==> config.mk <==
export PLATFORM = sky130hd
export DESIGN_NAME = compute_ram_engine
export DESIGN_NICKNAME = d
export VERILOG_FILES = /design/src/rtl/compute_ram_pkg.sv /design/src/rtl/compute_lane.sv /design/src/rtl/compute_ram_engine.sv
export SDC_FILE = /design/constraint.sdc
export NUM_CORES = 1
export LEC_CHECK = 0
export CAP_MARGIN = 5
export CORE_ASPECT_RATIO = 1.2
export CORE_UTILIZATION = 63
export CTS_CLUSTER_SIZE = 25
export DETAILED_ROUTE_END_ITERATION = 10
export PLACE_DENSITY = 0.88
export SLEW_MARGIN = 10
export SYNTH_ARGS = -nofsm -noshare
export SYNTH_HDL_FRONTEND = slang
export SYNTH_HIERARCHICAL = 1
export SYNTH_SLANG_ARGS = --single-unit
==> constraint.sdc <==
create_clock -name clk -period 10.8 [get_ports clk]
set_input_delay 2.7 -clock clk [delete_from_list [all_inputs] [get_ports clk]]
set_output_delay 2.7 -clock clk [all_outputs]
set_load 0.1 [all_outputs]
==> src/rtl/compute_ram_pkg.sv <==
// Shared encodings, FSM states and elaboration helpers for the compute-RAM engine.
package compute_ram_pkg;

    localparam logic [1:0] MODE_ADD  = 2'b00;
    localparam logic [1:0] MODE_MUL  = 2'b01;
    localparam logic [1:0] MODE_MAC  = 2'b10;
    localparam logic [1:0] MODE_RSVD = 2'b11;

    // Read issue -> write issue: BRAM, lane input register, lane output register.
    localparam int PIPE_LAT = 3;

    typedef enum logic [1:0] {
        ST_IDLE  = 2'd0,
        ST_RUN   = 2'd1,
        ST_DRAIN = 2'd2,
        ST_DONE  = 2'd3
    } state_t;

    function automatic bit lanes_fit(input int dwidth, input int lanes, input int cwidth);
        return (2 * lanes * cwidth) <= dwidth;
    endfunction

endpackage

==> src/rtl/compute_lane.sv <==
// One compute lane: operand register, add/mul/mac select, result register.
// Two register stages, no stall; the accumulator is cleared at job start.
module compute_lane
    import compute_ram_pkg::*;
#(
    parameter int CWIDTH = 8
) (
    input  logic                  clk,
    input  logic                  reset,
    input  logic                  i_clr,
    input  logic                  i_ld,
    input  logic [CWIDTH-1:0]     i_a,
    input  logic [CWIDTH-1:0]     i_b,
    input  logic                  i_calc,
    input  logic [1:0]            i_mode,
    output logic [2*CWIDTH-1:0]   o_res
);

    logic [CWIDTH-1:0]   r_a;
    logic [CWIDTH-1:0]   r_b;
    logic [2*CWIDTH-1:0] r_acc;
    logic [2*CWIDTH-1:0] r_res;
    logic [2*CWIDTH-1:0] w_a_ext;
    logic [2*CWIDTH-1:0] w_b_ext;
    logic [2*CWIDTH-1:0] w_prod;
    logic [2*CWIDTH-1:0] w_mac;
    logic [2*CWIDTH-1:0] w_res;

    assign w_a_ext = {{CWIDTH{1'b0}}, r_a};
    assign w_b_ext = {{CWIDTH{1'b0}}, r_b};
    assign w_prod  = w_a_ext * w_b_ext;
    assign w_mac   = r_acc + w_prod;

    always_comb begin
        w_res = w_mac;
        case (i_mode)
            MODE_ADD: w_res = w_a_ext + w_b_ext;
            MODE_MUL: w_res = w_prod;
            default:  w_res = w_mac;
        endcase
    end

    always_ff @(posedge clk or negedge reset) begin
        if (!reset) begin
            r_a   <= '0;
            r_b   <= '0;
            r_acc <= '0;
            r_res <= '0;
        end else begin
            if (i_ld) begin
                r_a <= i_a;
                r_b <= i_b;
            end
            if (i_clr) begin
                r_acc <= '0;
            end else if (i_calc && (i_mode == MODE_MAC)) begin
                r_acc <= w_mac;
            end
            if (i_calc) begin
                r_res <= w_res;
            end
        end
    end

    assign o_res = r_res;

endmodule

==> src/rtl/compute_ram_engine.sv <==
// Streaming BRAM compute engine: reads packed operands, runs LANES lanes, writes packed results.
// Fixed 3-cycle read-to-write latency at one element per cycle; no stall path, abort flushes.
module compute_ram_engine
    import compute_ram_pkg::*;
#(
    parameter int DWIDTH = 40,
    parameter int AWIDTH = 9,
    parameter int CWIDTH = 8,
    parameter int LANES  = 2
) (
    input  logic              clk,
    input  logic              reset,
    input  logic              start,
    input  logic              abort,
    input  logic [1:0]        mode,
    input  logic [AWIDTH:0]   len,
    input  logic [AWIDTH-1:0] src_base,
    input  logic [AWIDTH-1:0] dst_base,
    output logic              busy,
    output logic              done,
    output logic              err,
    output logic              rd_en,
    output logic [AWIDTH-1:0] rd_addr,
    input  logic [DWIDTH-1:0] rd_data,
    output logic              wr_en,
    output logic [AWIDTH-1:0] wr_addr,
    output logic [DWIDTH-1:0] wr_data
);

    if (!lanes_fit(DWIDTH, LANES, CWIDTH)) begin : g_bad_width
        $error("compute_ram_engine: 2*LANES*CWIDTH exceeds DWIDTH");
    end

    state_t              r_state;
    state_t              w_state_nxt;
    logic [1:0]          r_mode;
    logic [AWIDTH:0]     r_left;
    logic [AWIDTH-1:0]   r_rd_addr;
    logic [AWIDTH-1:0]   r_wr_addr;
    logic [PIPE_LAT-1:0] r_vld;
    logic                r_err;
    logic                w_accept;
    logic                w_rd_en;
    logic                w_unused;
    logic [2*CWIDTH-1:0] w_lane_res [LANES];

    assign w_accept = (r_state == ST_IDLE) && start && !abort;
    assign w_rd_en  = (r_state == ST_RUN);
    assign w_unused = ^rd_data;

    always_comb begin
        w_state_nxt = r_state;
        case (r_state)
            ST_IDLE: begin
                if (w_accept && (mode != MODE_RSVD)) begin
                    w_state_nxt = (len == '0) ? ST_DONE : ST_RUN;
                end
            end
            ST_RUN: begin
                if (r_left == (AWIDTH+1)'(1)) w_state_nxt = ST_DRAIN;
            end
            // Leave once only the output stage can still hold a write.
            ST_DRAIN: begin
                if (r_vld[PIPE_LAT-2:0] == '0) w_state_nxt = ST_DONE;
            end
            ST_DONE:  w_state_nxt = ST_IDLE;
            default:  w_state_nxt = ST_IDLE;
        endcase
        if (abort) w_state_nxt = ST_IDLE;
    end

    always_ff @(posedge clk or negedge reset) begin
        if (!reset) begin
            r_state   <= ST_IDLE;
            r_mode    <= MODE_ADD;
            r_left    <= '0;
            r_rd_addr <= '0;
            r_wr_addr <= '0;
            r_vld     <= '0;
            r_err     <= 1'b0;
        end else begin
            r_state <= w_state_nxt;
            r_err   <= w_accept && (mode == MODE_RSVD);
            r_vld   <= abort ? '0 : {r_vld[PIPE_LAT-2:0], w_rd_en};
            if (w_accept) begin
                r_mode    <= mode;
                r_left    <= len;
                r_rd_addr <= src_base;
                r_wr_addr <= dst_base;
            end else begin
                if (w_rd_en) begin
                    r_rd_addr <= r_rd_addr + AWIDTH'(1);
                    r_left    <= r_left - (AWIDTH+1)'(1);
                end
                if (r_vld[PIPE_LAT-1]) begin
                    r_wr_addr <= r_wr_addr + AWIDTH'(1);
                end
            end
        end
    end

    for (genvar gi = 0; gi < LANES; gi++) begin : g_lane
        compute_lane #(
            .CWIDTH (CWIDTH)
        ) u_lane (
            .clk    (clk),
            .reset  (reset),
            .i_clr  (w_accept),
            .i_ld   (r_vld[0]),
            .i_a    (rd_data[2*gi*CWIDTH +: CWIDTH]),
            .i_b    (rd_data[(2*gi+1)*CWIDTH +: CWIDTH]),
            .i_calc (r_vld[1]),
            .i_mode (r_mode),
            .o_res  (w_lane_res[gi])
        );
    end

    always_comb begin
        wr_data = '0;
        for (int i = 0; i < LANES; i++) begin
            wr_data[i*2*CWIDTH +: 2*CWIDTH] = w_lane_res[i];
        end
    end

    assign busy    = (r_state == ST_RUN) || (r_state == ST_DRAIN);
    assign done    = (r_state == ST_DONE);
    assign err     = r_err;
    assign rd_en   = w_rd_en;
    assign rd_addr = r_rd_addr;
    assign wr_en   = r_vld[PIPE_LAT-1];
    assign wr_addr = r_wr_addr;

endmodule
After elaboration in Yosys (flattened, before gate mapping)
Index checks and enable logic that the tools add are counted.
W data, S select, Z words.
- register bits: 132
- logic and storage cells: 69
- $add $sub $neg: 7
- multiply operators: 2
- equal/unequal tests: 11
- multiplexer cells: 19
- reduce and logical (&&, ||, !) cells: 15
- operators by type and width (operator ; number):
    $mux W16 ; 4
    $pmux W16 S2 ; 2
    $mux W9 ; 4
    $add A16 B16 Y16 ; 2
    $mul A8 B8 Y16 ; 2
    $mux W10 ; 2
    $add A8 B8 Y9 ; 2
    $add A9 B1 Y9 const B ; 2
    $eq A10 B1 Y1 const B ; 1
    $logic_not A10 Y1 ; 1
    $mux W2 ; 5
    $sub A10 B1 Y10 const B ; 1
    $eq A2 B2 Y1 const B ; 4
    $pmux W2 S4 ; 1
    $logic_not A2 Y1 ; 3
    $ne A3 B2 Y1 const B ; 2
    $reduce_bool A2 Y1 ; 3
    $logic_and A1 B1 Y1 ; 5
    $eq A2 B1 Y1 const B ; 2
    $mux W3 ; 1
    $ne A3 B3 Y1 const B ; 1
    $reduce_and A3 Y1 ; 1
    $ne A2 B2 Y1 const B ; 1
    $logic_not A1 Y1 ; 1
    $logic_or A1 B1 Y1 ; 1

Logic depth before layout (Yosys ltp)
Gate-level depths: netlist (run 1).
- depth in word-level cells: 7
- mapped depth: 23
- mapped depth without buffers: 23

Hierarchy
Netlist (run 1), hierarchy kept.
- modules (own cells, without submodules) (module ; instances ; cells an instance ; area each (um^2) ; seq. area each (um^2)):
    compute_lane (g_lane[0].u_lane) ; 1 ; 568 ; 5205.0 ; 1201.2
    compute_lane (g_lane[1].u_lane) ; 1 ; 539 ; 5043.6 ; 1201.2
    compute_ram_engine ; 1 ; 211 ; 1986.9 ; 900.9

Worst setup path after synthesis (run 1)
Ideal clock, no wire load.
- kind: reg-to-reg
- start point: reg g_lane[0].u_lane.r_a[4]
- end point: reg g_lane[0].u_lane.r_acc[15]
- data arrival time: 5.592 ns
- required time: 10.675 ns
- setup slack: 5.083 ns
- stages on the path, launching flop included: 21
- cell sequence: dfrtp_1 ha_1 fa_1 fa_1 fa_1 inv_1 fa_1 inv_1 ha_1 o21a_1 o21a_1 or4_1 nand3_1 xnor2_1 ha_1 a21o_1 a21o_1 a21oi_1 nand3_1 a21oi_1 mux2_2
- word-level cells in the longest chain between the ends: 4
- RTL lines (element ; RTL line ; source):
    from (decl) ; compute_lane.sv:19 ; logic [CWIDTH-1:0] r_a;
    from (signal assigned) ; compute_lane.sv:51 ; r_a <= i_a;
    $mul A8 B8 Y16 ; compute_lane.sv:31 ; assign w_prod = w_a_ext * w_b_ext;
    $add A16 B16 Y16 ; compute_lane.sv:32 ; assign w_mac = r_acc + w_prod;
    $mux W16 ; compute_lane.sv:56 ; end else if (i_calc && (i_mode == MODE_MAC)) begin
    $mux W16 ; compute_lane.sv:54 ; if (i_clr) begin
    to (signal assigned) ; compute_lane.sv:57 ; r_acc <= w_mac;
    to (decl) ; compute_lane.sv:21 ; logic [2*CWIDTH-1:0] r_acc;
No other way between the ends. The select of a mux whose other input is x is not followed.
A chain may end at the register's enable or synchronous reset.

Worst setup path in the final report (run 1)
- start point: reg g_lane[0].u_lane.r_a[1]
- end point: reg g_lane[0].u_lane.r_acc[15]
Same word-level chain as after synthesis.

==> results by group, run 1 <==
Critical path
  • Worst setup EP type: flop
  • FF-to-FF Start: g_lane[0].u_lane/r_a[1]
  • Arr. time, crit path: 6.61 ns
  • Kind of critical path: flop to flop
  • CP startpoint kind: flop
  • Required time of the critical path: 11.10 ns
  • Reg-to-reg endpoint: g_lane[0].u_lane/r_acc[15]
  • Setup slack, reg-to-reg: 4.49 ns
  • FF-to-FF path depth: 21
  • Critical path peak fanout: 10

Synth
  • Cell variety after synth: 74
  • Mean Syn Cell Area: 9.283 um^2
  • Post-synth ARST share: between 90% and 100%
  • Seq cells post-synth: between 100 and 150
  • Post-Synthesis Cells: 1,318
  • Primary FF master, synth: dfrtp_1
  • EDFF count, synth: 0
  • Seq/Total Area, Yosys: 27.00%
  • Synthesized area: 12,240 um^2
  • Synth warn: 6

STA
  • Fin. Hold Viols: 0
  • Total negative setup slack: 0 ns
  • Worst slew pin tran: 1.160 ns
  • Minimum clock period: 6.308 ns
  • Worst setup margin: about 4.5 ns
  • F_max: 0.1585 GHz
  • Final Cycle Share: between 50% and 60%
  • Max transition margin: approximately 22%
  • Final Max Tran Viols: 0
  • Final setup viols: 0
  • Skew final: between 0.006 and 0.007 ns
  • RSZ-0062 raised after global routing: no

Clock network
  • CTS tree: built
  • Post-CTS setup buffers: 0
  • Post-CTS Hold Buffers: 0
  • Clk sinks: 132
  • CTS Buf Count: 17
  • Root Driver: clkbuf_16
  • Htree depth: 4
  • Post-CTS resize count: 0
  • Worst-Skew Late Latency: around 0.42 ns
  • Deepest clock path buffer count: 2
  • CTS clk-pin slew, worst paths: roughly 0.06 ns

Job
  • Max-cap violation count: 0

Hold path
  • Hold depth: 2
  • Hold WC Path Type: flop to flop
  • Hold EP: g_lane[0].u_lane/o_res[10]
  • Hold path startpoint: g_lane[0].u_lane/o_res[10]

Final layout
  • Antenna diode count: 0
  • NumNets Final: 1,710
  • Share of post-route cells with drive strength above 1: 6.930%
  • Layout area overhead: 16.94%

Floorplan
  • Top Ports: 137
  • Die H: approximately 150 um
  • Die ar.: between 15,000 and 20,000 um^2
  • Core Area: 18,920 um^2
  • Initial Utilization: between 60% and 70%
  • # rows: 55
  • Die width: 129.2 um

Route
  • WL final: 29,380 um
  • Total number of vias: ~10,000
  • DRC viols: 0
  • Drt pass-1 iters: 5
  • Drt wl/cell: 17.29 um
  • DRT antenna net count: 0
  • DRT iter0 DRCs: around 540
  • Via density: 5.902

GRT
  • Initial antenna violation count: 0
  • GRT Util Overall: between 30% and 40%
  • Vias in the first global route: 10,415
  • GRT overflow: 0
  • First-pass GRT wire length: 49,290 um
  • Largest net degree at the start of global routing: 96

Run status
  • Status: finished clean

Place
  • Final Wtd Congestion: 0.8768
  • Place WS: 4.543 ns
  • Detail Placement HPWL: 21,500 um
  • # port buffers: 120
-- cells in the mapped netlist (all sizes together), types with 5 or more instances --
library cell	number	area share (%)
inv	136	4.2
nor3	20	0.90
a21o	17	1.0
ha	129	13
nor2b	10	0.51
nand2	129	4.0
or3	8	0.45
o31ai	6	0.52
o21ai	70	2.9
nor2	63	1.9
nand3	15	0.61
xnor2	51	3.7
a31oi	7	0.36
and2	100	5.1
a221oi	5	0.36
o211ai	6	0.37
dfrtp	132	27
a21oi	79	3.2
nand4	10	0.51
o221ai	7	0.50
nand2b	6	0.31
a211oi	20	1.3
nor4	5	0.31
clkbuf	27	0.83
and3	14	0.78
mux2i	12	0.98
nand3b	5	0.31
buf	12	0.62
o21a	19	1.2
o21bai	12	0.74
mux2	40	3.7
xor2	29	2.1
fa	76	12
-- layer usage --
| metal | vias up | wire length (um) | global-route usage, % |
|---|---|---|---|
| li1 | 4717 | - | - |
| met1 | 4873 | 11460 | 36.28 |
| met2 | 347 | 15450 | 55.79 |
| met3 | 90 | 1392 | 4.946 |
| met4 | 0 | 1071 | 14.85 |
| met5 | - | 0 | 0 |
-- cell type report --
class	instances	area (um^2)
multi-input cells	1015	8262
fillers	1299	4616
flip-flops and latches	132	3303
repair buffers	126	1247
inverters	139	521.8
clock buffers	19	452.9
well taps	256	320.3
clock inverters	12	201.4
-- registers in the layout, summed over array words and instances, names as in the netlist --
name / flops
err: 1
g_lane.u_lane/o_res: 32
g_lane.u_lane/r_a: 16
g_lane.u_lane/r_acc: 32
g_lane.u_lane/r_b: 16
r_left: 10
r_mode: 2
r_state: 2
r_vld: 3
rd_addr: 9
wr_addr: 9
-- stage by stage --
step,utilization (%),hold slack [ns],area [um^2],cells
final,75.61,0.4999,14310,1699
after global routing,75.61,0.5196,14310,1699
after CTS,75.60,0.5053,14310,1699
after detailed placement,72.14,0.4909,13650,1668
after global placement,72.14,0.4771,13650,1668
after floorplan,-,0.4846,12260,1325
-- critical path, cell delays in order, from the launching register on --
cell and delay, ns:
dfrtp_1 0.57, nand2_1 0.14, fa_1 0.50, fa_1 0.54, inv_1 0.06, fa_1 0.53
inv_1 0.06, fa_1 0.56, inv_1 0.05, ha_1 0.34, o21a_1 0.19, o21a_1 0.17
or4_1 0.43, nand3_1 0.12, xnor2_1 0.20, ha_1 0.39, a21o_1 0.24, a21o_1 0.20
a21oi_1 0.18, nand3_1 0.16, a21oi_1 0.19, mux2_2 0.36
-- how the worst max path moves through the flow --
stage / from / endpoint / slack, ns
after global routing: g_lane[0].u_lane/r_a[1] / g_lane[0].u_lane/r_acc[15] / 4.12
after floorplan: g_lane[0].u_lane/r_a[4] / g_lane[0].u_lane/r_acc[15] / 5.08
after CTS: g_lane[0].u_lane/r_b[4] / g_lane[0].u_lane/r_acc[15] / 4.52
final: g_lane[0].u_lane/r_a[1] / g_lane[0].u_lane/r_acc[15] / 4.49
after global placement: g_lane[0].u_lane/r_a[4] / g_lane[0].u_lane/r_acc[15] / 4.61
after detailed placement: g_lane[0].u_lane/r_b[4] / g_lane[0].u_lane/r_acc[15] / 4.54
-- cell usage in the layout, fill, tap and decap left out, types with 15 or more instances in the layout --
cell type / Yosys / routed
inv_1: 136 / 135
dfrtp_1: 132 / 132
nand2_1: 129 / 129
ha_1: 129 / 129
clkdlybuf4s50_1: 0 / 119
and2_1: 99 / 99
a21oi_1: 79 / 79
fa_1: 76 / 76
o21ai_0: 66 / 66
nor2_1: 63 / 62
xnor2_1: 51 / 51
mux2_2: 39 / 39
xor2_1: 29 / 29
o21a_1: 19 / 19
nor3_1: 18 / 18
a211oi_1: 18 / 18
clkbuf_16: 0 / 17
a21o_1: 17 / 17
nand3_1: 15 / 15
-- cells by family after synthesis --
group	Yosys count	synth area share [%]
simple gates	395	16.43
compound gates	275	14.81
fa+ha+maj	205	25.63
buf+inv	178	5.716
flops	132	27.00
xor+xnor	80	5.727
mux	52	4.663
other cells	1	0.03065
Power of run 1 is left out: the tool's default activity adds up to more than one toggle a clock period on the data nets, which glitch-free logic cannot reach.
==> inputs of run 2 (changes only) <==
--- a/config.mk
+++ b/config.mk
@@ -7,10 +7,10 @@
 export LEC_CHECK = 0
 export CAP_MARGIN = 5
 export CORE_ASPECT_RATIO = 1.2
-export CORE_UTILIZATION = 63
+export CORE_UTILIZATION = 53
 export CTS_CLUSTER_SIZE = 25
 export DETAILED_ROUTE_END_ITERATION = 10
-export PLACE_DENSITY = 0.88
+export PLACE_DENSITY = 0.79
 export SLEW_MARGIN = 10
 export SYNTH_ARGS = -nofsm -noshare
 export SYNTH_HDL_FRONTEND = slang
==> constraint.sdc (replaced) <==
create_clock -name clk -period 5.8 [get_ports clk]
set_input_delay 1.45 -clock clk [delete_from_list [all_inputs] [get_ports clk]]
set_output_delay 1.45 -clock clk [all_outputs]
set_load 0.1 [all_outputs]
==> run 2 against run 1 <==
  * Design area is 10% higher
  * Setup slack lost 4.5 ns
  * Clock-buffer cell count increased by 1
  * Sequential cell count unchanged
  * Non-clock buffer count is 114 higher
==> results by group, run 2 (same netlist as run 1, synthesis figures left out) <==
GRT
  • Vias in the first global route: 10,766 (was 10,415)
  • First-pass GRT wire length: 50,560 um (was 49,290 um)
  • Largest net degree at the start of global routing: 85 (was 96)
  • GRT Util Overall: 26.59% (was 31.28%)
  • Initial antenna violation count: 0 (unchanged)
  • GRT overflow: 0 (unchanged)

Route
  • Drt pass-1 iters: 5 (unchanged)
  • DRT iter0 DRCs: 660 (was 538)
  • WL final: 32,610 um (was 29,380 um)
  • DRC viols: 0 (unchanged)
  • DRT antenna net count: 0 (unchanged)
  • Drt wl/cell: 17.77 um (was 17.29 um)
  • Via density: 5.846 (was 5.902)
  • Total number of vias: 10,727 (was 10,027)

Final layout
  • Layout Cells excl Fill: 1,835 (was 1,699)
  • Most frequent cells in the layout: 129 x inv_1, 126 x nand2_1, 119 x dfrtp_1, 119 x clkdlybuf4s50_1, 111 x buf_4 (was 135 x inv_1, 132 x dfrtp_1, 129 x nand2_1, 129 x ha_1, 119 x clkdlybuf4s50_1)
  • NumNets Final: 1,824 (was 1,710)
  • Commonest non-fill, non-tap cell in the layout: inv_1 (unchanged)
  • Finished Cell Area: 15,770 um^2 (was 14,310 um^2)
  • Antenna diode count: 0 (unchanged)
  • Share of post-route cells with drive strength above 1: 20.31% (was 6.930%)
  • Layout area overhead: 28.86% (was 16.94%)

STA
  • Minimum clock period: 5.790 ns (was 6.308 ns)
  • Minimum hold slack: 0.4964 ns (was 0.4999 ns)
  • Max transition margin: 20.98% (was 22.38%)
  • Worst slew pin tran: 1.181 ns (was 1.160 ns)
  • Skew final: 0.008356 ns (was 0.006673 ns)
  • F_max: 0.1727 GHz (was 0.1585 GHz)
  • Final Max Tran Viols: 0 (unchanged)
  • Fin. Hold Viols: 0 (unchanged)
  • Final Cycle Share: 99.83% (was 58.40%)
  • Final setup viols: 0 (unchanged)

Floorplan
  • Top Ports: 137 (unchanged)
  • Die ar.: 23,700 um^2 (was 19,990 um^2)
  • Core Area: 22,520 um^2 (was 18,920 um^2)
  • Die width: 140.7 um (was 129.2 um)
  • Die H: 168.4 um (was 154.7 um)
  • # rows: 60 (was 55)
  • Initial Utilization: 54.33% (was 64.65%)

Hold path
  • Hold WC Path Type: flop to flop (unchanged)

Critical path
  • Setup slack, reg-to-reg: 0.01 ns (was 4.49 ns)
  • Required time of the critical path: 6.16 ns (was 11.10 ns)
  • Arr. time, crit path: 6.15 ns (was 6.61 ns)
  • Critical path peak fanout: 5 (was 10)
  • Kind of critical path: flop to flop (unchanged)
  • CP startpoint kind: flop (unchanged)
  • Worst setup EP type: flop (unchanged)

Clock network
  • CTS clk-pin slew, worst paths: 0.06 ns (about the same)
  • Root Driver: clkbuf_16 (unchanged)
  • Worst-Skew Late Latency: 0.43 ns (was 0.42 ns)
  • Htree depth: 4 (unchanged)
  • Post-CTS Hold Buffers: 0 (unchanged)
  • CTS tree: built (unchanged)
  • Clk sinks: 132 (unchanged)
  • CTS Buf Count: 17 (unchanged)
  • Deepest clock path buffer count: 2 (unchanged)

Place
  • Post-DP Area: 14,300 um^2 (was 13,650 um^2)
  • DP Cell Count: 1,774 (was 1,668)
  • Final Wtd Congestion: 0.8926 (was 0.8768)
  • Detail Placement HPWL: 22,600 um (was 21,500 um)
  • # port buffers: 120 (unchanged)

Job
  • Max-cap violation count: 0 (unchanged)

Run status
  • Status: finished clean (unchanged)
-- run 2: repair_timing --
item	4_1_cts	5_1_grt
pin swaps	5	70
endpoints found under the setup margin	6	19
gates resized for setup	20	117
setup buffers	4	27
-- run 2: worst max-delay path: stages, from the launching register on --
cell and delay (ns):
dfrtp_1 0.44, and2_1 0.21, fa_1 0.59, fa_1 0.45
fa_1 0.51, inv_2 0.05, fa_1 0.53, inv_1 0.06
ha_4 0.21, o21a_1 0.10, o21a_1 0.20, or4_4 0.56
nand3_4 0.11, xnor2_4 0.16, ha_4 0.25, a21o_1 0.18
a21o_1 0.19, a21oi_2 0.18, nand3_2 0.12, buf_6 0.17
a2111oi_4 0.32, nand3b_1 0.14
-- run 2: routing by layer --
metal	routed length, um	vias to the layer above	global-route usage [%]
met5	0	-	0
met4	1422	0	11.96
met3	1599	123	3.726
met2	16940	399	48.37
met1	12650	5262	30.91
li1	-	4943	-
-- run 2: worst paths after layout --
check,start,cells after the start,endpoint
max reg2reg,g_lane[0].u_lane/r_a[1],21,g_lane[0].u_lane/o_res[15]
min,g_lane[1].u_lane/o_res[15],2,g_lane[1].u_lane/o_res[15]
min reg2reg,g_lane[1].u_lane/o_res[15],2,g_lane[1].u_lane/o_res[15]
max,g_lane[0].u_lane/r_a[1],21,g_lane[0].u_lane/o_res[15]
max in group asynchronous,reset,2,g_lane[0].u_lane/r_a[2]
min in group asynchronous,reset,1,g_lane[0].u_lane/r_acc[12]
-- run 2: area by class of cell --
cell class / count / area, um^2
multi-input combinational: 1015 / 8810
fill: 1606 / 6755
sequential: 132 / 3319
timing repair buffer: 240 / 2131
inverter: 139 / 521.8
clock buffer: 20 / 456.7
tap: 279 / 349.1
clock inverter: 10 / 178.9
-- run 2: metrics by stage --
| step | worst slack (ns) | util (%) | setup TNS [ns] |
|---|---|---|---|
| floorplan | 0.08317 | - | 0 |
| global placement | -0.09885 | 63.51 | -0.1874 |
| detailed placement | -0.2075 | 63.51 | -0.5140 |
| CTS | -0.01205 | 66.83 | -0.01205 |
| global route | -0.1527 | 70.01 | -0.4885 |
| finish | 0.009823 | 70.01 | 0 |
Power of run 2 is left out for the same reason.
==> inputs of run 3 (changes only) <==
--- a/config.mk
+++ b/config.mk
@@ -7,10 +7,10 @@
 export LEC_CHECK = 0
 export CAP_MARGIN = 5
 export CORE_ASPECT_RATIO = 1.2
-export CORE_UTILIZATION = 53
+export CORE_UTILIZATION = 58
 export CTS_CLUSTER_SIZE = 25
 export DETAILED_ROUTE_END_ITERATION = 10
-export PLACE_DENSITY = 0.79
+export PLACE_DENSITY = 0.82
 export SLEW_MARGIN = 10
 export SYNTH_ARGS = -nofsm -noshare
 export SYNTH_HDL_FRONTEND = slang
==> constraint.sdc (replaced) <==
create_clock -name clk -period 6 [get_ports clk]
set_input_delay 1.5 -clock clk [delete_from_list [all_inputs] [get_ports clk]]
set_output_delay 1.5 -clock clk [all_outputs]
set_load 0.1 [all_outputs]
==> run 3 against run 2 <==
  * Fmax fell by 0.99%
  * Sequential cell count unchanged
  * Design area shrank 6.6%
  * Routed wire length decreased by 8.1%
  * Via count is 5.5% lower
  * Sequential share of layout area increased by 1.5 points
==> results by group, run 3 (same netlist as run 1, synthesis figures left out) <==
STA
  • F_max: 0.1710 GHz (was 0.1727 GHz)
  • Skew final: 0.009750 ns (was 0.008356 ns)
  • Worst slew pin tran: 1.148 ns (was 1.181 ns)
  • Max transition margin: 23.17% (was 20.98%)
  • Minimum clock period: 5.848 ns (was 5.790 ns)
  • Fin. Hold Viols: 0 (unchanged)
  • Final Max Tran Viols: 0 (unchanged)
  • Final setup viols: 0 (unchanged)
  • Final Cycle Share: 97.47% (was 99.83%)

Route
  • DRC viols: 0 (unchanged)
  • Drt pass-1 iters: 5 (unchanged)
  • Drt wl/cell: 17.11 um (was 17.77 um)
  • Via density: 5.785 (was 5.846)
  • WL final: 29,970 um (was 32,610 um)
  • Total number of vias: 10,135 (was 10,727)
  • DRT antenna net count: 0 (unchanged)
  • DRT iter0 DRCs: 465 (was 660)

Hold path
  • Hold WC Path Type: flop to flop (unchanged)

Place
  • DP Cell Count: 1,712 (was 1,774)
  • Final Wtd Congestion: 0.8675 (was 0.8926)
  • # port buffers: 120 (unchanged)
  • Detail Placement HPWL: 22,640 um (was 22,600 um)

Floorplan
  • # rows: 57 (was 60)
  • Core Area: 20,470 um^2 (was 22,520 um^2)
  • Die width: 134.6 um (was 140.7 um)
  • Die H: 161.1 um (was 168.4 um)
  • Die ar.: 21,680 um^2 (was 23,700 um^2)
  • Top Ports: 137 (unchanged)
  • Initial Utilization: 59.78% (was 54.33%)

Critical path
  • Worst Setup EP: g_lane[0].u_lane/r_acc[15] (was g_lane[0].u_lane/o_res[15])
  • Reg-to-reg endpoint: g_lane[0].u_lane/r_acc[15] (was g_lane[0].u_lane/o_res[15])
  • Critical Path Source: g_lane[0].u_lane/r_b[3] (was g_lane[0].u_lane/r_a[1])
  • FF-to-FF path depth: 20 (was 21)
  • FF-to-FF Start: g_lane[0].u_lane/r_b[3] (was g_lane[0].u_lane/r_a[1])
  • CP bufs+invs: 3 (unchanged)
  • Critical path peak fanout: 6 (was 5)
  • Arr. time, crit path: 6.14 ns (was 6.15 ns)
  • Worst setup EP type: flop (unchanged)
  • CP cell instances: buf_4, and2_1, fa_1, fa_1, fa_1, inv_1, fa_1, inv_1, ha_1, o21a_1, or4_4, nand3_2, xnor2_2, ha_1, a21o_1, a21o_1, a21oi_2, nand3_2, a21oi_2, mux2_2 (was and2_1, fa_1, fa_1, fa_1, inv_2, fa_1, inv_1, ha_4, o21a_1, o21a_1, or4_4, nand3_4, xnor2_4, ha_4, a21o_1, a21o_1, a21oi_2, nand3_2, buf_6, a2111oi_4, nand3b_1)
  • CP top delay family: adder cells (unchanged)
  • Slowest cell on crit path: fa_1 (unchanged)
  • Required time of the critical path: 6.29 ns (was 6.16 ns)
  • Kind of critical path: flop to flop (unchanged)
  • Most used cell, CP: fa_1 (unchanged)
  • Setup slack, reg-to-reg: 0.15 ns (was 0.01 ns)
  • CP startpoint kind: flop (unchanged)
  • WP depth: 20 (was 21)
  • Critical Path Max Stage Delay: 0.55 ns (was 0.59 ns)

Final layout
  • Share of post-route cells with drive strength above 1: 12.17% (was 20.31%)
  • Layout Cells excl Fill: 1,752 (was 1,835)
  • Antenna diode count: 0 (unchanged)
  • NumNets Final: 1,754 (was 1,824)
  • Most frequent cells in the layout: 135 x inv_1, 126 x nand2_1, 123 x ha_1 (was 129 x inv_1, 126 x nand2_1, 119 x dfrtp_1, 119 x clkdlybuf4s50_1, 111 x buf_4)
  • Layout area overhead: 20.37% (was 28.86%)
  • Commonest non-fill, non-tap cell in the layout: inv_1 (unchanged)
  • Filler cells: 1,503 (was 1,606)

GRT
  • Initial antenna violation count: 0 (unchanged)
  • GRT overflow: 0 (unchanged)
  • Vias in the first global route: 10,509 (was 10,766)
  • GRT Util Overall: 28.40% (was 26.59%)
  • First-pass GRT wire length: 49,130 um (was 50,560 um)
  • Largest net degree at the start of global routing: 96 (was 85)

Clock network
  • CTS clk-pin slew, worst paths: 0.05 ns (was 0.06 ns)
  • CTS Buf Count: 17 (unchanged)
  • Worst-Skew Late Latency: 0.41 ns (was 0.43 ns)
  • CTS tree: built (unchanged)
  • Deepest clock path buffer count: 2 (unchanged)
  • Clk sinks: 132 (unchanged)
  • Htree depth: 4 (unchanged)
  • Post-CTS Hold Buffers: 0 (unchanged)
  • Root Driver: clkbuf_16 (unchanged)

Job
  • Max-cap violation count: 0 (unchanged)

Run status
  • Status: finished clean (unchanged)
run 3: routing by layer:
layer  share of wire [%]  vias up  routed length [um]  global-route usage (%)
li1                    -     4808                   -                       -
met3                 3.8       92                1128                   4.488
met1                  39     4938               11570                   32.16
met2                  54      297               16060                   52.03
met5                   0        -                   0                       0
met4                 4.0        0                1205                   13.07
run 3: worst min path at each step:
stage                                from                         end  cells after the start
2_1_floorplan  g_lane[1].u_lane/r_acc[13]  g_lane[1].u_lane/r_acc[13]                      2
3_3_place_gp   g_lane[0].u_lane/o_res[10]  g_lane[0].u_lane/o_res[10]                      2
3_5_place_dp   g_lane[1].u_lane/o_res[12]  g_lane[1].u_lane/o_res[12]                      2
4_1_cts        g_lane[1].u_lane/o_res[12]  g_lane[1].u_lane/o_res[12]                      2
5_1_grt        g_lane[1].u_lane/o_res[12]  g_lane[1].u_lane/o_res[12]                      2
6_report       g_lane[1].u_lane/o_res[12]  g_lane[1].u_lane/o_res[12]                      2
run 3: what timing repair did:
item,in CTS,in global routing
resized for setup,4,39
gates cloned,0,0
endpoints found under the hold margin,0,0
pin swaps,1,12
buffers inserted,0,9
setup endpoints to repair,1,12
run 3: stage by stage:
stage	hold slack (ns)	setup TNS [ns]	util [%]	area [um^2]	setup slack [ns]
after global routing	0.5202	-0.02227	71.95	14730	-0.02227
after global placement	0.4827	0	68.10	13940	0.04929
after floorplan	0.4846	0	-	12260	0.2832
after CTS	0.5053	0	71.01	14540	0.03403
final	0.5034	0	71.95	14730	0.1517
after detailed placement	0.4931	-0.06330	68.10	13940	-0.06330
run 3: worst reg2reg max path, cell delays in order (launching register included):
cell	delay, ns
dfrtp_2	0.45
buf_4	0.16
and2_1	0.17
fa_1	0.50
fa_1	0.53
fa_1	0.55
inv_1	0.05
fa_1	0.53
inv_1	0.05
ha_1	0.34
o21a_1	0.14
or4_4	0.44
nand3_2	0.11
xnor2_2	0.15
ha_1	0.30
a21o_1	0.22
a21o_1	0.21
a21oi_2	0.17
nand3_2	0.14
a21oi_2	0.17
mux2_2	0.35
run 3: cell type report:
cell class / instances / area (um^2) / area share, %
multi-input combinational: 1015 / 8382 / 56.91
sequential: 132 / 3319 / 22.54
timing repair buffer: 170 / 1590 / 10.80
inverter: 139 / 521.8 / 3.543
clock buffer: 19 / 452.9 / 3.075
tap: 265 / 331.6 / 2.251
clock inverter: 12 / 130.1 / 0.8835
Power of run 3 is left out for the same reason.
